**src/rtl/exec_hazard_ctrl.sv**
```systemverilog
// rtl/exec_hazard_ctrl.sv - EX-stage hazard, forwarding and pipeline-freeze controller
//
// Purpose:
//   Sequences the Execute stage of the 16-bit MISC-V pipe. Produces the EX
//   operand forwarding selects, inserts load-use bubbles, flushes IF/ID and
//   ID/EX on a taken branch, freezes the whole pipe while data memory is busy,
//   and keeps saturating stall / flush event counters.
//
// Ports:
//   clk, reset                 rising-edge clock, asynchronous active-high reset
//   id_valid/id_rs1/id_rs2     instruction in ID and its source registers
//   id_uses_rs2                ID instruction actually reads rs2
//   ex_valid/ex_rd             instruction in EX and its destination
//   ex_regwrite/ex_memread     EX writes a register / EX is a load
//   mem_rd/mem_regwrite        MEM-stage destination and write enable
//   branch_taken               EX resolved a taken branch this cycle
//   mem_busy                   data memory cannot complete this cycle
//   fwd_a_sel/fwd_b_sel        registered EX operand selects
//                              (00 reg file, 01 ALUResultMEM, 10 loadDataWB)
//   stall_pc/ifid/idex/exmem   hold strobes for PC and pipeline registers
//   bubble_idex                load a NOP into ID/EX
//   flush_ifid/flush_idex      clear IF/ID and ID/EX
//   stall_count/flush_count    saturating performance counters

module exec_hazard_ctrl #(
  parameter int RIDX_W       = 16,
  parameter int LOAD_DELAY   = 1,
  parameter int FLUSH_CYCLES = 1
) (
  input  logic              clk,
  input  logic              reset,
  input  logic              id_valid,
  input  logic [RIDX_W-1:0] id_rs1,
  input  logic [RIDX_W-1:0] id_rs2,
  input  logic              id_uses_rs2,
  input  logic              ex_valid,
  input  logic [RIDX_W-1:0] ex_rd,
  input  logic              ex_regwrite,
  input  logic              ex_memread,
  input  logic [RIDX_W-1:0] mem_rd,
  input  logic              mem_regwrite,
  input  logic              branch_taken,
  input  logic              mem_busy,
  output logic [1:0]        fwd_a_sel,
  output logic [1:0]        fwd_b_sel,
  output logic              stall_pc,
  output logic              stall_ifid,
  output logic              stall_idex,
  output logic              stall_exmem,
  output logic              bubble_idex,
  output logic              flush_ifid,
  output logic              flush_idex,
  output logic [15:0]       stall_count,
  output logic [15:0]       flush_count
);

  typedef enum logic [1:0] {
    RUN        = 2'd0,
    LOAD_STALL = 2'd1,
    FLUSH      = 2'd2,
    MEM_WAIT   = 2'd3
  } stateT;

  // Extra cycles spent in LOAD_STALL / FLUSH after the first (RUN) cycle.
  localparam logic [1:0] LOAD_INIT  = (LOAD_DELAY > 1)   ? 2'(LOAD_DELAY - 2)   : 2'd0;
  localparam logic [1:0] FLUSH_INIT = (FLUSH_CYCLES > 1) ? 2'(FLUSH_CYCLES - 2) : 2'd0;
  localparam bit         LOAD_MULTI  = (LOAD_DELAY > 1);
  localparam bit         FLUSH_MULTI = (FLUSH_CYCLES > 1);

  stateT       state;
  stateT       nextState;
  logic [1:0]  cnt;
  logic [1:0]  nextCnt;
  logic        flushEvent;
  logic        loadUse;
  logic [1:0]  nextFwdA;
  logic [1:0]  nextFwdB;

  assign loadUse = id_valid & ex_valid & ex_memread & (ex_rd != '0) &
                   ((ex_rd == id_rs1) | (id_uses_rs2 & (ex_rd == id_rs2)));

  // Youngest producer wins: EX (result reaches MEM next cycle) before MEM.
  function automatic logic [1:0] fwdFor(input logic [RIDX_W-1:0] rs);
    if (ex_regwrite && (ex_rd == rs) && (ex_rd != '0))
      fwdFor = 2'b01;
    else if (mem_regwrite && (mem_rd == rs) && (mem_rd != '0))
      fwdFor = 2'b10;
    else
      fwdFor = 2'b00;
  endfunction

  always_ff @(posedge clk or posedge reset) begin
    if (reset) begin
      state <= RUN;
      cnt   <= 2'd0;
    end else begin
      state <= nextState;
      cnt   <= nextCnt;
    end
  end

  always_comb begin
    nextState   = state;
    nextCnt     = cnt;
    stall_pc    = 1'b0;
    stall_ifid  = 1'b0;
    stall_idex  = 1'b0;
    stall_exmem = 1'b0;
    bubble_idex = 1'b0;
    flush_ifid  = 1'b0;
    flush_idex  = 1'b0;
    flushEvent  = 1'b0;

    if (mem_busy) begin
      // Memory freeze overrides everything, including pending flush cycles.
      stall_pc    = 1'b1;
      stall_ifid  = 1'b1;
      stall_idex  = 1'b1;
      stall_exmem = 1'b1;
      nextState   = MEM_WAIT;
    end else begin
      case (state)
        FLUSH: begin
          flush_ifid = 1'b1;
          flush_idex = 1'b1;
          if (cnt == 2'd0) nextState = RUN;
          else             nextCnt   = cnt - 2'd1;
        end
        LOAD_STALL: begin
          stall_pc    = 1'b1;
          stall_ifid  = 1'b1;
          bubble_idex = 1'b1;
          if (cnt == 2'd0) nextState = RUN;
          else             nextCnt   = cnt - 2'd1;
        end
        default: begin
          // RUN, and MEM_WAIT once memory is free: the held inputs are
          // evaluated fresh, so a branch or load-use frozen during the wait
          // is acted on now.
          nextState = RUN;
          if (branch_taken) begin
            flush_ifid = 1'b1;
            flush_idex = 1'b1;
            flushEvent = 1'b1;
            if (FLUSH_MULTI) begin
              nextState = FLUSH;
              nextCnt   = FLUSH_INIT;
            end
          end else if (loadUse) begin
            stall_pc    = 1'b1;
            stall_ifid  = 1'b1;
            bubble_idex = 1'b1;
            if (LOAD_MULTI) begin
              nextState = LOAD_STALL;
              nextCnt   = LOAD_INIT;
            end
          end
        end
      endcase
    end
  end

  always_comb begin
    nextFwdA = 2'b00;
    nextFwdB = 2'b00;
    if (!(bubble_idex || flush_idex)) begin
      nextFwdA = fwdFor(id_rs1);
      if (id_uses_rs2) nextFwdB = fwdFor(id_rs2);
    end
  end

  // Selects travel with the instruction into EX, so they only move when ID/EX does.
  always_ff @(posedge clk or posedge reset) begin
    if (reset) begin
      fwd_a_sel <= 2'b00;
      fwd_b_sel <= 2'b00;
    end else if (!stall_idex) begin
      fwd_a_sel <= nextFwdA;
      fwd_b_sel <= nextFwdB;
    end
  end

  always_ff @(posedge clk or posedge reset) begin
    if (reset) begin
      stall_count <= 16'd0;
      flush_count <= 16'd0;
    end else begin
      if (stall_pc && (stall_count != 16'hFFFF)) stall_count <= stall_count + 16'd1;
      if (flushEvent && (flush_count != 16'hFFFF)) flush_count <= flush_count + 16'd1;
    end
  end

endmodule

```
**config.mk**
```make
export PLATFORM = sky130hd
export DESIGN_NAME = exec_hazard_ctrl
export DESIGN_NICKNAME = d
export VERILOG_FILES = /design/src/rtl/exec_hazard_ctrl.sv
export SDC_FILE = /design/constraint.sdc
export NUM_CORES = 1
export LEC_CHECK = 0
export CAP_MARGIN = 20
export CORE_MARGIN = 2
export CORE_UTILIZATION = 35
export CTS_CLUSTER_DIAMETER = 80
export DETAILED_ROUTE_END_ITERATION = 16
export PLACE_DENSITY = 0.69
export SETUP_SLACK_MARGIN = 0.4
export SYNTH_ARGS = -nofsm -noshare
export SYNTH_HDL_FRONTEND = slang
export SYNTH_SLANG_ARGS = --single-unit
```
**constraint.sdc**
```tcl
create_clock -name clk -period 2.32 [get_ports clk]
set_clock_uncertainty 0.15 [all_clocks]
set_input_delay 0.232 -clock clk [delete_from_list [all_inputs] [get_ports clk]]
set_output_delay 0.232 -clock clk [all_outputs]
set_load 0.01 [all_outputs]
```
After elaboration in Yosys (flattened, before gate mapping) --
Index checks and enable logic that the tools add are counted.
Storage, ports and cells: register bits after elaboration 40, bits in latches 0, bits in writable memories 0, memory bits (read-only) 0, output and inout port bits 43, word-level logic and storage cells 63, memories kept 0
Cells by class: add/subtract/negate cells 3, multipliers 0, div/mod/pow operators 0, magnitude comparators 0, eq/ne operators 9, shift operators 0, multiplexer cells 21, bitwise logic cells 8, reduce and logical (&&, ||, !) cells 16
Operators by type and width (count):
- $eq A16 B16 Y1 | 4
- $add A16 B1 Y16 const B | 2
- $ne A16 B16 Y1 const B | 2
- $reduce_bool A16 Y1 | 2
- $mux W2 | 10
- $logic_and A1 B1 Y1 | 10
- $mux W1 | 9
- $and A1 B1 Y1 | 5
- $pmux W1 S2 | 2
- $ne A3 B1 Y1 const B | 1
- $reduce_and A3 Y1 | 1
- $eq A2 B1 Y1 const B | 1
- $eq A2 B2 Y1 const B | 1
- $logic_not A2 Y1 | 1
- $not A1 Y1 | 2
- $reduce_or A2 Y1 | 1
- $sub A2 B1 Y2 const B | 1
- $logic_or A1 B1 Y1 | 1
- $or A1 B1 Y1 | 1

Depth between registers and ports, before layout --
word-level depth 10, mapped depth 7

Least setup slack after synthesis --
OpenSTA, ideal clock, no wires.
path kind reg-to-reg, start point register stall_count[0], end point register stall_count[1], library setup time 0.128 ns, arrival 1.783 ns, data required time 2.042 ns, slack 0.260 ns, stages on the path, launching flop included 7, clock period less this slack 2.060 ns, cell sequence dfrtp_1 ha_1 nand3_1 nor4_1 a21boi_4 nand2_1 mux2_1
Between the ends: cells in the longest elaborated chain, start to end 2
Ends and longest elaborated chain:
- start, declared | line 53 | output logic [15:0] stall_count,
- start signal, assigned | line 188 | if (stall_pc && (stall_count != 16'hFFFF)) stall_count <= stall_count + 16'd1;
- parallel branches: the longest is 2 deep, another holds $add A16 B1 Y16
Several ways; the timed one is not identified. A chain may end at the register's enable or synchronous reset.

Worst setup path after layout --
start point input id_rs2[2], end point output stall_ifid
Between the ends: cells in the longest elaborated chain, start to end 8
Ends and longest elaborated chain:
- start, declared | line 34 | input logic [RIDX_W-1:0] id_rs2,
- $eq A16 B16 Y1 | line 80 | ((ex_rd == id_rs1) | (id_uses_rs2 & (ex_rd == id_rs2)));
- $and A1 B1 Y1 | line 80
- $or A1 B1 Y1 | line 80
- $and A1 B1 Y1 | line 79 | assign loadUse = id_valid & ex_valid & ex_memread & (ex_rd != '0) &
- $mux W1 | line 149 | end else if (loadUse) begin
- $mux W1 | line 141 | if (branch_taken) begin
- $pmux W1 S2 | line 122 | case (state)
- $mux W1 | line 114 | if (mem_busy) begin
- end, declared | line 47 | output logic stall_ifid,
No other way between the ends.

==> impl_metrics.csv <==
group,metric,value,unit
sta,setup_viol,0,
clock_tree,cts_tree,"yes",
clock_tree,clock_sinks,36,
logic_synthesis,synth_area_leaders,"dfrtp_1, xnor2_1, xor2_1, nand4_1, nor4_1",
logic_synthesis,ys_ff_latch,36,
logic_synthesis,synth_edf_count,0,
global_route,grt_pass1_vias,2745,
routing,drt_iter0_drc,170,
floorplanning,die-area,8040,µm²
sta,finalHoldViolCount,0,
finish,nFillCells,584,
logic_synthesis,syn-num-nets,338,
sta,fin_crit,2120,ps
pwr,vdd_ir_drop_max,0.479,mV
setup_path,worstSetupEndpointType,"output pin",
setup_path,rrSetupSlack,410,ps
finish,drive_above_1_share,38.7,%
sta,hold_ws,162,ps
finish,n_antenna_cell,0,
flow_run,maxCapViolations,0,
pwr,power.density,517,nW/µm²
setup_path,cp.required,1940,ps
setup_path,crit_end,"stall_ifid",
setup_path,cp_max_fo,2,
min_path,hold_class,"in2reg",
setup_path,crit_type,"in2out",
logic_synthesis,ys_async_sr_fraction,100,%
clock_tree,cts_root_buffer,"clkbuf_8",
setup_path,r2r_cells,6,
sta,rsz0062_at_grt,"yes",
routing,drt-total-wl,9630,µm
logic_synthesis,synth.top_cell.area_share,35.1,%
setup_path,start_kind,"input pin",
floorplanning,num_rows,31,
placement,routabilityCongestion,0.987,
clock_tree,clkTransAtPathRegs,70,ps
floorplanning,boundaryPins,117,
global_route,grt_util_all_layers,23.1,%
clock_tree,cts_buffers,5,
routing,wl_per_cell,17.4,µm
floorplanning,coreArea,7180,µm²
clock_tree,cts_buffer_depth,2,
setup_path,r2r_end,"flush_count[12]",
routing,postRouteAntennaNets,0,
finish,area_delta_synth_final,84.7,%
placement,io_buffers,116,
placement,dp_hpwl,7190,µm
sta,max_freq,0.471,GHz
routing,drc_errors,0,
floorplanning,die_y,89.7,µm
logic_synthesis,synth_area,2570,µm²
clock_tree,clkLatencyLatePin,290,ps
clock_tree,cts_hold_buf,0,
floorplanning,fp.dieW,89.7,µm
sta,fin_crit_sh,91.4,%
setup_path,arrival,1740,ps
floorplanning,start_util,35.8,%
finish,nNetsFinal,530,
logic_synthesis,synth_top_area_cell,"dfrtp_1",
sta,fin_tns_setup,0,ps
setup_path,r2r_start,"flush_count[3]",
logic_synthesis,synth_cell_type_count,37,
logic_synthesis,synth_ff_type,"dfrtp_1",
setup_path,startpoint,"id_rs2[2]",
finish,final_cell_mix,"buf_4, xnor2_1, clkdlybuf4s50_1",
pwr,p_leak,0.00206,µW
routing,drtPass1Iterations,5,
logic_synthesis,synth_warnings,0,
sta,tightest_slew,452,ps
global_route,overflow,0,
logic_synthesis,syn_avg_cell_area,9.80,µm²
logic_synthesis,ys_seq_area_share,35.1,%
global_route,grt_max_degree,37,
logic_synthesis,synthCells,262,
global_route,antenna_found_initial,0,
finish,layout.area.seq,908,µm²
clock_tree,h-tree-depth,2,
sta,slew_violations,0,
finish,final_common_cell,"buf_4",
routing,dr_total_vias,2841,
finish,multiInputGateArea,1910,µm²
run_status,status,"completed",
finish,utilization,66.1,%
sta,relSlewSlack,69.9,%
routing,avgViaCountPerCell,5.13,
global_route,grt_pass1_wl,13900,µm
synth_stat cells, types with 2 or more instances:
| cell | count |
|---|---|
| xnor2_1 | 71 |
| dfrtp_1 | 36 |
| nand4_1 | 27 |
| xor2_1 | 22 |
| nand2_1 | 20 |
| nor4_1 | 16 |
| nand3_1 | 14 |
| nor2_1 | 6 |
| and3_1 | 5 |
| buf_4 | 5 |
| nor3_1 | 4 |
| and2_1 | 3 |
| nor2b_1 | 3 |
| a22o_1 | 2 |
| and4_4 | 2 |
| ha_1 | 2 |
| inv_1 | 2 |
| mux2_1 | 2 |
| o41ai_1 | 2 |
power by group:
group / internal [µW] / switching (µW)
sequential: 732 / 128
combinational: 621 / 429
clock: 319 / 223
cells by family after synthesis:
group           share of synthesized area [%]
compound gates                           4.68
xor+xnor                                 31.7
fa+ha+maj                               0.975
buf+inv                                  2.39
flops                                    35.1
mux                                      1.32
simple gates                             23.8
stage by stage:
| step | cell area [µm²] | cells | power, µW | setup slack, ps |
|---|---|---|---|---|
| after floorplan | 2570 | 262 | 1200 | 407 |
| after detailed placement | 4190 | 521 | 1720 | -609 |
| after global placement | 4190 | 521 | 1710 | -587 |
| final | 4740 | 554 | 2450 | 199 |
| after global routing | 4740 | 554 | 2590 | 67.1 |
| after CTS | 4490 | 540 | 2320 | 242 |
state kept, by name (all words and copies together), names as in the netlist:
signal       count
flush_count     16
fwd_a_sel        2
fwd_b_sel        2
stall_count     16
worst max-delay path, cell delays in order:
cell,delay (ps)
clkdlybuf4s15_2,230
xnor2_2,170
nand4_1,150
nor4_2,300
buf_4,180
buf_6,90
a21bo_4,120
and2_4,160
buf_6,100
repair_timing:
item	in CTS	in global routing
pin swaps	35	39
gates resized for setup	181	69
buffers inserted	11	13
setup endpoints to repair	36	29
gates cloned	0	1
per-layer routing:
layer	track usage (%)	routed length, µm	vias up
li1	-	-	1318
met1	30.6	4000	1379
met2	38.1	4830	122
met3	4.84	583	22
met4	7.19	214	0
met5	0	0	-
worst min path at each step:
stage,startpoint,endpoint,depth (start not counted)
global route,branch_taken,fwd_b_sel[0],2
CTS,reset,fwd_b_sel[1],3
detailed placement,fwd_a_sel[0],fwd_a_sel[0],2
global placement,stall_count[15],stall_count[15],1
floorplan,branch_taken,fwd_a_sel[0],1
finish,branch_taken,fwd_b_sel[0],2
final cells by class:
class / count / share of cell area [%]
Inverter: 2 / 0.158
Clock buffer: 6 / 1.53
Sequential cell: 36 / 19.2
Tap cell: 99 / 2.61
Timing Repair Buffer: 192 / 35.4
Clock inverter: 2 / 0.739
Multi-Input combinational cell: 217 / 40.4
Power figures use the tool's default switching activity.
